<file path="config.mk">
export PLATFORM = sky130hd
export DESIGN_NAME = parity_check_sched
export DESIGN_NICKNAME = d
export VERILOG_FILES = /design/src/rtl/parity_check_sched.sv
export SDC_FILE = /design/constraint.sdc
export NUM_CORES = 1
export LEC_CHECK = 0
export ABC_AREA = 1
export ABC_CLOCK_PERIOD_IN_PS = 2110
export CORE_MARGIN = 5
export CORE_UTILIZATION = 60
export CTS_CLUSTER_SIZE = 25
export DETAILED_ROUTE_END_ITERATION = 12
export DONT_BUFFER_PORTS = 1
export MAX_ROUTING_LAYER = met4
export PLACE_DENSITY = 0.76
export RECOVER_POWER = 25
export SYNTH_ARGS = -nofsm -noshare
export SYNTH_HDL_FRONTEND = slang
export SYNTH_SLANG_ARGS = --single-unit
</file>
<file path="constraint.sdc">
create_clock -name clk -period 2.11 [get_ports clk]
set_input_delay 0.3165 -clock clk [delete_from_list [all_inputs] [get_ports clk]]
set_output_delay 0.3165 -clock clk [all_outputs]
set_load 0.05 [all_outputs]
</file>
<file path="src/rtl/parity_check_sched.sv">
// parity_check_sched: two-requester round-robin scheduler feeding a single
// shared parity evaluator. Each accepted 4-bit word {a,b,c,p} is evaluated
// one cycle after it is accepted. The result is then held with a valid/ready
// handshake until the consumer takes it. Failed checks are counted in a
// saturating error counter.
module parity_check_sched #(
    parameter int CNT_W = 8
) (
    input  logic             clk,
    input  logic             rst_n,
    input  logic             req0_valid,
    input  logic [3:0]       req0_data,
    output logic             req0_ready,
    input  logic             req1_valid,
    input  logic [3:0]       req1_data,
    output logic             req1_ready,
    output logic             res_valid,
    input  logic             res_ready,
    output logic             res_ok,
    output logic             res_id,
    input  logic             err_clr,
    output logic [CNT_W-1:0] err_cnt,
    output logic             busy
);

    typedef enum logic [1:0] {
        IDLE = 2'd0,
        EVAL = 2'd1,
        RESP = 2'd2
    } state_t;

    localparam logic [CNT_W-1:0] CNT_MAX = {CNT_W{1'b1}};

    state_t           state_q, state_d;
    logic             last_q, last_d;   // requester granted most recently
    logic [3:0]       word_q, word_d;   // word captured at accept time
    logic             id_q, id_d;       // owner of the captured word
    logic             ok_q, ok_d;       // registered parity verdict
    logic [CNT_W-1:0] err_q, err_d;

    logic             grant0;
    logic             grant1;
    logic             accept;
    logic             res_hs;

    // Even parity over {a,b,c,p}: the word is good when the XOR of all bits is 0.
    function automatic logic parity_ok(input logic [3:0] word);
        return ~(^word);
    endfunction

    // Saturating error count update; a clear always overrides an increment.
    function automatic logic [CNT_W-1:0] err_next(
        input logic [CNT_W-1:0] cnt,
        input logic             clr,
        input logic             inc
    );
        if (clr) begin
            return '0;
        end
        if (inc && (cnt != CNT_MAX)) begin
            return cnt + CNT_W'(1);
        end
        return cnt;
    endfunction

    // Round-robin grant in IDLE; readies are held low while reset is asserted
    // so nothing can be accepted before the first edge with rst_n high.
    always_comb begin
        grant0 = 1'b0;
        grant1 = 1'b0;
        if (rst_n && (state_q == IDLE)) begin
            if (req0_valid && (!req1_valid || last_q)) begin
                grant0 = 1'b1;
            end else if (req1_valid) begin
                grant1 = 1'b1;
            end
        end
    end

    assign accept = grant0 | grant1;
    assign res_hs = (state_q == RESP) && res_ready;

    // Next-state, capture and evaluation logic of the scheduler FSM.
    always_comb begin
        state_d = state_q;
        last_d  = last_q;
        word_d  = word_q;
        id_d    = id_q;
        ok_d    = ok_q;
        case (state_q)
            IDLE: begin
                if (accept) begin
                    word_d  = grant0 ? req0_data : req1_data;
                    id_d    = grant1;
                    last_d  = grant1;
                    state_d = EVAL;
                end
            end
            EVAL: begin
                ok_d    = parity_ok(word_q);
                state_d = RESP;
            end
            RESP: begin
                if (res_ready) begin
                    state_d = IDLE;
                end
            end
            default: begin
                state_d = IDLE;
            end
        endcase
    end

    // Error counter update on result handshakes that report a failure.
    always_comb begin
        err_d = err_next(err_q, err_clr, res_hs && !ok_q);
    end

    // State and datapath registers; reset discards any pending word.
    always_ff @(posedge clk or negedge rst_n) begin
        if (!rst_n) begin
            state_q <= IDLE;
            last_q  <= 1'b1;
            word_q  <= 4'd0;
            id_q    <= 1'b0;
            ok_q    <= 1'b0;
            err_q   <= '0;
        end else begin
            state_q <= state_d;
            last_q  <= last_d;
            word_q  <= word_d;
            id_q    <= id_d;
            ok_q    <= ok_d;
            err_q   <= err_d;
        end
    end

    assign req0_ready = grant0;
    assign req1_ready = grant1;
    assign res_valid  = (state_q == RESP);
    assign res_ok     = ok_q;
    assign res_id     = id_q;
    assign err_cnt    = err_q;
    assign busy       = (state_q != IDLE);

endmodule
</file>
==> results.cfg, run 1 <==
[cells_and_area]
drive_gt1_share_pct = 22.6
fin_area_um2 = 1230
layout_common_cells = nand2_1, dfrtp_1, inv_1, nor2_1, buf_4
fin_nets = 175
nFillCells = 160
final_core_util_pct = 70.3
antenna_cells = 0
multi_input_area_um2 = 589
synthToLayoutAreaGrowth_pct = 11.0
seq_area_um2 = 427
final_common_cell = nand2_1
fin_cells = 184

[routing]
avgRoutedWirePerCell_um = 12.0
antenna_left = 0
viasPerCell = 5.15
drt-initial-drc-count = 20
vias = 947
firstDrtPassIters = 4
wl_um = 2210
drc = 0

[critical_path]
critPathRequiredTime_ns = 1.79
endpoint_kind = output pin
crit_fanout = 3
slowest_delay_ns = 0.44
crit_slowest_cell = dfrtp_1
worstSetupStartpointType = flop
path_cells = inv_2 -> nand3_4 -> nor2_4 -> nand2_1 -> inv_1
arrival_ns = 1.59
reg2reg_from = res_ok
startpoint = state_q[1]
setup.worst_path.class = reg2out

[global_routing]
grt_pass1_vias = 930
grt_max_degree = 18
grt_usage_pct = 18.9
grt_pass1_wl_um = 3800
antenna_found_initial = 0
overflow = 0

[sta]
post-route-period-util_pct = 90.4
post-route-min-period_ns = 1.91
slew_viol_final = 0
relSlewSlack_pct = 49.4
finalHoldViolCount = 0
tightest_slew_ns = 0.757
finalSetupTns_ns = 0
rsz0062_at_grt = false
skew_ns = 0.0154
max_clock_freq_ghz = 0.524
finalSetupViolCount = 0

[die]
start_util_pct = 63.4
rows = 15
die_h_um = 52.9
core_um2 = 1750
dieArea_um2 = 2800
die_w_um = 52.9
boundaryPins = 28

[placement]
placed_cells = 179
placed_area_um2 = 1190
hpwl_um = 1790
gp_congestion = 0.875
port_buffers = 0

[clocking]
cts_htree_levels = 1
clk_pin_slew_ns = 0.09
cts_inserted_buffers = 3
cts_tree = built
clkLatencyLatePin_ns = 0.30
clock-root-buffer = clkbuf_4
ctsLongestPathBuffers = 2
cts_resized = 0
cts_sinks = 17

[synth]
yosysSeqAreaShare_pct = 38.6
synth_top_cell_area_share_pct = 36.2
synthesis.area_um2 = 1110
yosys_register_bits = 17
netlist_top_cells_area = dfrtp_1, nand2_1, nor2_4
avgSynthCellArea_um2 = 7.52
synthCells = 147
yosysWarnings = 0
yosysTopAreaCell = dfrtp_1
synth_fp_nets = 162
synth_cell_types = 24

[power_and_ir_drop]
power_per_cell_area_nw_per_um2 = 1010
irDropWorstVdd_mv = 0.803
power_leakage_uw = 0.000648

[worst_hold_path]
holdCritStartpoint = res_ready
min_path_type = in2reg

[run]
drv_cap = 0

[outcome]
status = finished clean
-- report_power, final --
part           total (uW)  internal, uW  switching (uW)
Combinational         517           153             364
Sequential            549           415             134
Clock                 179          70.6             108
-- final timing paths --
check | endpoint | slack, ns | depth (start not counted)
max in group asynchronous | word_q[1] | 1.11 | 1
min in group asynchronous | err_cnt[5] | 0.52 | 1
worst min-delay path | state_q[1] | 0.12 | 1
worst max register to register | err_cnt[7] | 0.71 | 8
worst min register to register | word_q[0] | 0.51 | 2
worst max-delay path | req1_ready | 0.20 | 5
-- sequential cells by signal, indices dropped and copies added (netlist names) --
name	cells
err_cnt	8
last_q	1
res_id	1
res_ok	1
state_q	2
word_q	4
-- through the flow --
stage	power [uW]	hold slack, ns	setup slack, ns
after floorplan	992	0.0209	0.504
after global placement	1050	0.0215	0.551
after detailed placement	1070	0.0215	0.512
after CTS	1250	0.111	0.188
after global routing	1330	0.0975	0.108
final	1240	0.115	0.202
-- layer usage --
metal	vias to the layer above	wire (um)	global-route usage (%)
li1	474	-	-
met1	440	908	22.1
met2	31	1120	32.0
met3	2	169	4.51
met4	0	10	5.96
met5	-	0	-
-- Yosys cell counts, drive strengths merged --
| master | count |
|---|---|
| nand3 | 8 |
| ha | 1 |
| o22ai | 1 |
| a21oi | 2 |
| nand4 | 2 |
| inv | 20 |
| nand2 | 65 |
| o21bai | 1 |
| dfrtp | 16 |
| dfstp | 1 |
| xnor2 | 1 |
| o21ai | 5 |
| xor2 | 2 |
| nor2 | 21 |
| buf | 1 |
-- repair_timing --
action,CTS,global route
hold buffers,1,0
endpoints found under the hold margin,17,0
buffers inserted,0,0
-- worst max-delay path: cells and delay by family (launching register included) --
family | cells | cell delay (ns)
buf+inv | 2 | 0.47
flops | 1 | 0.44
simple gates | 3 | 0.39
-- cell families (layout without fill, tap and decap cells) --
| logic type | count (synthesis) | after routing | share of synthesized area, % |
|---|---|---|---|
| DFF | 17 | 17 | 38.6 |
| adders and majority gates | 1 | 1 | 1.13 |
| buffers and inverters | 21 | 33 | 8.15 |
| xor gates and xnor gates | 3 | 3 | 2.38 |
| AOI/OAI and AO/OA | 9 | 9 | 4.75 |
| and+or+nand+nor | 96 | 96 | 45.0 |
-- layout make-up --
cell class	count	area share (%)
Sequential cell	17	34.8
Timing Repair Buffer	9	5.71
Clock buffer	3	1.83
Inverter	20	6.73
Tap cell	25	2.55
Multi-Input combinational cell	109	48.0
Clock inverter	1	0.408
No activity file was read; power rests on OpenSTA's default activity.
==> inputs of run 2 (changes only) <==
--- a/config.mk
+++ b/config.mk
@@ -7,13 +7,12 @@
 export LEC_CHECK = 0
 export ABC_AREA = 1
 export ABC_CLOCK_PERIOD_IN_PS = 2110
-export CORE_MARGIN = 5
-export CORE_UTILIZATION = 60
+export CORE_ASPECT_RATIO = 1.5
+export CORE_UTILIZATION = 30
 export CTS_CLUSTER_SIZE = 25
 export DETAILED_ROUTE_END_ITERATION = 12
 export DONT_BUFFER_PORTS = 1
 export MAX_ROUTING_LAYER = met4
-export PLACE_DENSITY = 0.76
 export RECOVER_POWER = 25
 export SYNTH_ARGS = -nofsm -noshare
 export SYNTH_HDL_FRONTEND = slang
==> run 2 against run 1 <==
  * Register-to-register slack worse by 0.36 ns
  * Clock power increased by 37%
  * Global-route usage is 5.6 points lower
  * Die area rose by 41%
  * Sequential power rose by 1%
  * Critical path type unchanged
  * Critical endpoint unchanged
==> results.cfg, run 2 (synthesis gave the netlist of run 1 again) <==
[outcome]
status = finished clean

[critical_path]
endpoint_kind = output pin
critPathRequiredTime_ns = 1.79
crit_fanout = 3
rrSetupSlack_ns = 0.35
r2r-end = err_cnt[7]
slowest_delay_ns = 0.43
reg2reg_from = err_cnt[3]
setup.worst_path.class = reg2out
path_cells = inv_1 -> nand3_4 -> nor2_4 -> nand2_1 -> inv_1
reg2reg_depth = 9
worstSetupStartpointType = flop
crit_slowest_cell = dfrtp_1
arrival_ns = 1.63
cpMostUsedCell = inv_1

[clocking]
clock-root-buffer = clkbuf_8
clkLatencyLatePin_ns = 0.25
cts_tree = built
clk_pin_slew_ns = 0.06
ctsLongestPathBuffers = 2
cts_htree_levels = 1
cts_sinks = 17
cts_inserted_buffers = 3
cts_resized = 0

[sta]
rsz0062_at_grt = false
slew_viol_final = 0
post-route-min-period_ns = 1.94
finalHoldViolCount = 0
finalSetupViolCount = 0
post-route-period-util_pct = 92.1
relSlewSlack_pct = 46.9
max_clock_freq_ghz = 0.515
tightest_slew_ns = 0.794
finalSetupTns_ns = 0
skew_ns = 0.00218

[worst_hold_path]
hold-path-endpoint = state_q[1]
min_path_type = in2reg
holdCritStartpoint = res_ready
whs_path_depth = 1

[cells_and_area]
final_common_cell = nand2_1
largest_reg_flops = 8
antenna_cells = 0
drive_gt1_share_pct = 17.6
fin_area_um2 = 1240
layout_common_cells = nand2_1, dfrtp_1, inv_1, nor2_1
fin_nets = 175
synthToLayoutAreaGrowth_pct = 12.4

[global_routing]
grt_max_degree = 18
antenna_found_initial = 0
overflow = 0
grt_pass1_vias = 906
grt_pass1_wl_um = 3870
grt_usage_pct = 13.3

[placement]
hpwl_um = 1760
gp_congestion = 0.763
port_buffers = 0
placed_area_um2 = 1210

[routing]
antenna_left = 0
drc = 0
route.met2.wl_um = 1120
wl_um = 2250
wl_met3_um = 138
avgRoutedWirePerCell_um = 11.2
viasPerCell = 4.59
drt-initial-drc-count = 26
vias = 923
top_layer = met4
firstDrtPassIters = 4
routedLengthMet1_um = 957

[die]
rows = 26
core_um2 = 3450
die_w_um = 51.6
die_h_um = 76.4
dieArea_um2 = 3940
start_util_pct = 32.1
boundaryPins = 28

[power_and_ir_drop]
irDropWorstVdd_mv = 0.493
power_per_cell_area_nw_per_um2 = 1050
power_leakage_uw = 0.000628

[run]
drv_cap = 0
[run 2: cell count changes in the layout (fill, tap and decap cells not counted), sizes merged]
cell	before	now
buf	8	2
clkbuf	3	10
clkinv	1	0
[run 2: stage by stage]
stage,instances,total power [uW],worst slack [ns],util [%],hold slack (ns)
global placement,196,1060,0.554,35.1,0.0214
finish,201,1310,0.167,36.1,0.165
global route,201,1400,0.0776,36.1,0.153
CTS,201,1330,0.216,36.7,0.165
floorplan,147,992,0.504,-,0.0209
detailed placement,196,1080,0.493,35.1,0.0214
[run 2: how the worst max path moves through the flow]
stage / start / slack (ns) / endpoint / cells past startpoint
finish: state_q[1] / 0.17 / req1_ready / 5
detailed placement: state_q[1] / 0.49 / req1_ready / 5
global route: state_q[1] / 0.08 / req1_ready / 5
CTS: state_q[1] / 0.22 / req1_ready / 5
floorplan: err_cnt[1] / 0.50 / err_cnt[7] / 9
global placement: state_q[1] / 0.55 / req1_ready / 5
[run 2: where the power goes]
| group | total (uW) | switching [uW] | internal, uW |
|---|---|---|---|
| sequential | 556 | 140 | 416 |
| combinational | 507 | 359 | 148 |
| clock | 245 | 111 | 134 |
[run 2: metal layers]
layer	vias up	track usage, %
met4	0	4.86
met3	5	3.19
li1	470	-
met1	418	15.7
met5	-	-
met2	30	21.6
[run 2: cell type report]
type	instances	area, um^2
inverters	20	82.6
clock buffers	4	45.0
multi-input cells	109	589
flip-flops and latches	17	427
well taps	42	52.6
fillers	387	2200
repair buffers	9	47.5
[run 2: repair_timing]
item	in CTS	in global routing
endpoints found under the hold margin	17	0
hold buffers	1	0
buffers inserted	0	0
[run 2: worst max-delay path: cells and delay by family, from the launching register on]
family	cells	cell delay [ns]
buffers and inverters	2	0.52
and+or+nand+nor	3	0.43
DFF	1	0.43
==> inputs of run 3 (changes only) <==
--- a/config.mk
+++ b/config.mk
@@ -12,8 +12,7 @@
 export CTS_CLUSTER_SIZE = 25
 export DETAILED_ROUTE_END_ITERATION = 12
 export DONT_BUFFER_PORTS = 1
-export MAX_ROUTING_LAYER = met4
-export RECOVER_POWER = 25
+export RECOVER_POWER = 100
 export SYNTH_ARGS = -nofsm -noshare
 export SYNTH_HDL_FRONTEND = slang
 export SYNTH_SLANG_ARGS = --single-unit
==> run 3 against run 2 <==
  * Fmax grew 0.17%
  * Critical path depth is 4 higher
  * Combinational power decreased by 6.3%
  * Clock-buffer cell count did not move
  * Largest power group unchanged
  * Die area unchanged
  * Worst setup slack better by 0.0032 ns
  * Final cell count unchanged
  * First-iteration DRC count is 7.7% higher
  * Design area decreased by 3.4%
  * Hold slack better by 0.0014 ns
  * Total power down 2.4%
  * Via count grew 0.98%
==> results.cfg, run 3 (synthesis gave the netlist of run 1 again) <==
[placement]
dp_slack_ns = 0.493
hpwl_um = 1760
gp_congestion = 0.753
port_buffers = 0

[sta]
finalSetupViolCount = 0
post-route-period-util_pct = 91.9
finalSetupTns_ns = 0
setup_slack_ns = 0.170
relSlewSlack_pct = 46.6
slew_viol_final = 0
tightest_slew_ns = 0.798
post-route-min-period_ns = 1.94
rsz0062_at_grt = false
skew_ns = 0.00307
finalHoldViolCount = 0
max_clock_freq_ghz = 0.516

[die]
rows = 26
core_um2 = 3450
die_h_um = 76.4
die_w_um = 51.6
start_util_pct = 32.1
boundaryPins = 28
dieArea_um2 = 3940

[clocking]
cts_htree_levels = 1
cts_hold_buffers = 1
cts_setup_buffers = 0
cts_sinks = 17
cts_tree = built
clk_pin_slew_ns = 0.07
cts_inserted_buffers = 3
ctsLongestPathBuffers = 2
clkLatencyLatePin_ns = 0.25
clock-root-buffer = clkbuf_8
cts_resized = 0

[power_and_ir_drop]
power_leakage_uw = 0.000607
irDropWorstVdd_mv = 0.492
power_per_cell_area_nw_per_um2 = 1060

[worst_hold_path]
min_path_type = in2reg
holdCritStartpoint = res_ready
whs_path_depth = 1

[cells_and_area]
multi_input_area_um2 = 558
drive_gt1_share_pct = 13.8
layout_common_cells = nand2_1, nor2_1, inv_1, dfrtp_1, clkbuf_1
nFillCells = 399
largest_reg_flops = 8
fin_nets = 175
synthToLayoutAreaGrowth_pct = 8.60
seq_area_um2 = 427
final_common_cell = nand2_1
antenna_cells = 0

[global_routing]
grt_pass1_vias = 906
antenna_found_initial = 0
overflow = 0
grt_pass1_wl_um = 3860
grt_max_degree = 18
grt_usage_pct = 13.0

[critical_path]
startpoint = err_cnt[3]
reg2reg_from = err_cnt[3]
critPathRequiredTime_ns = 2.30
arrival_ns = 2.13
setup.worst_path.class = reg2reg
endpoint_kind = flop
worstSetupStartpointType = flop
crit_fanout = 5
reg2reg_depth = 9

[routing]
antenna_left = 0
vias = 932
drc = 0
firstDrtPassIters = 4
drt-initial-drc-count = 28
avgRoutedWirePerCell_um = 11.3
viasPerCell = 4.64
wl_um = 2260

[run]
drv_cap = 0

[outcome]
status = finished clean
run 3: cell types whose count changed in the layout (fill, tap and decap cells not counted), sizes merged:
cell	before	now
buf	2	0
clkinvlp	0	1
clkbuf	10	12
inv	20	19
run 3: path summary, 6_finish.rpt:
check / to / slack [ns]
max: err_cnt[7] / 0.17
min: state_q[1] / 0.17
max reg2reg: err_cnt[7] / 0.17
min reg2reg: word_q[2] / 0.50
max in group asynchronous: err_cnt[0] / 1.02
min in group asynchronous: err_cnt[2] / 0.59
run 3: per-stage QoR:
stage	cells	cell area (um^2)	hold slack, ns	utilization [%]	total power [uW]
5_1_grt	201	1200	0.153	34.8	1360
3_5_place_dp	196	1210	0.0214	35.1	1080
2_1_floorplan	147	1110	0.0209	-	992
4_1_cts	201	1270	0.165	36.7	1330
6_report	201	1200	0.167	34.8	1280
3_3_place_gp	196	1210	0.0214	35.1	1060
run 3: cell type report:
type,count,share of cell area (%)
multi-input combinational,109,46.5
sequential,17,35.5
inverter,20,6.56
tap,42,4.38
clock buffer,4,3.75
timing repair buffer,9,3.33
run 3: per-layer routing:
| metal | wire length, um | vias up | share of wire [%] | track usage (%) |
|---|---|---|---|---|
| met2 | 1140 | 30 | 50 | 21.6 |
| met1 | 938 | 428 | 41 | 15.4 |
| met5 | 0 | - | 0 | 0 |
| met4 | 31 | 0 | 1.4 | 4.86 |
| met3 | 157 | 5 | 6.9 | 3.59 |
| li1 | - | 469 | - | - |
run 3: critical path, cell delays in order, from the launching register on:
cell	delay (ns)
dfrtp_1	0.41
clkbuf_1	0.57
nand2_2	0.09
nor2_1	0.29
nand2_4	0.10
nand2_4	0.09
nand2_4	0.06
inv_1	0.14
nand2_2	0.06
nand2_2	0.08
run 3: where the power goes:
part           internal (uW)  total [uW]  switching, uW
Sequential               416         556            141
Clock                    134         245            111
Combinational            135         475            340
Total                    685        1280            591
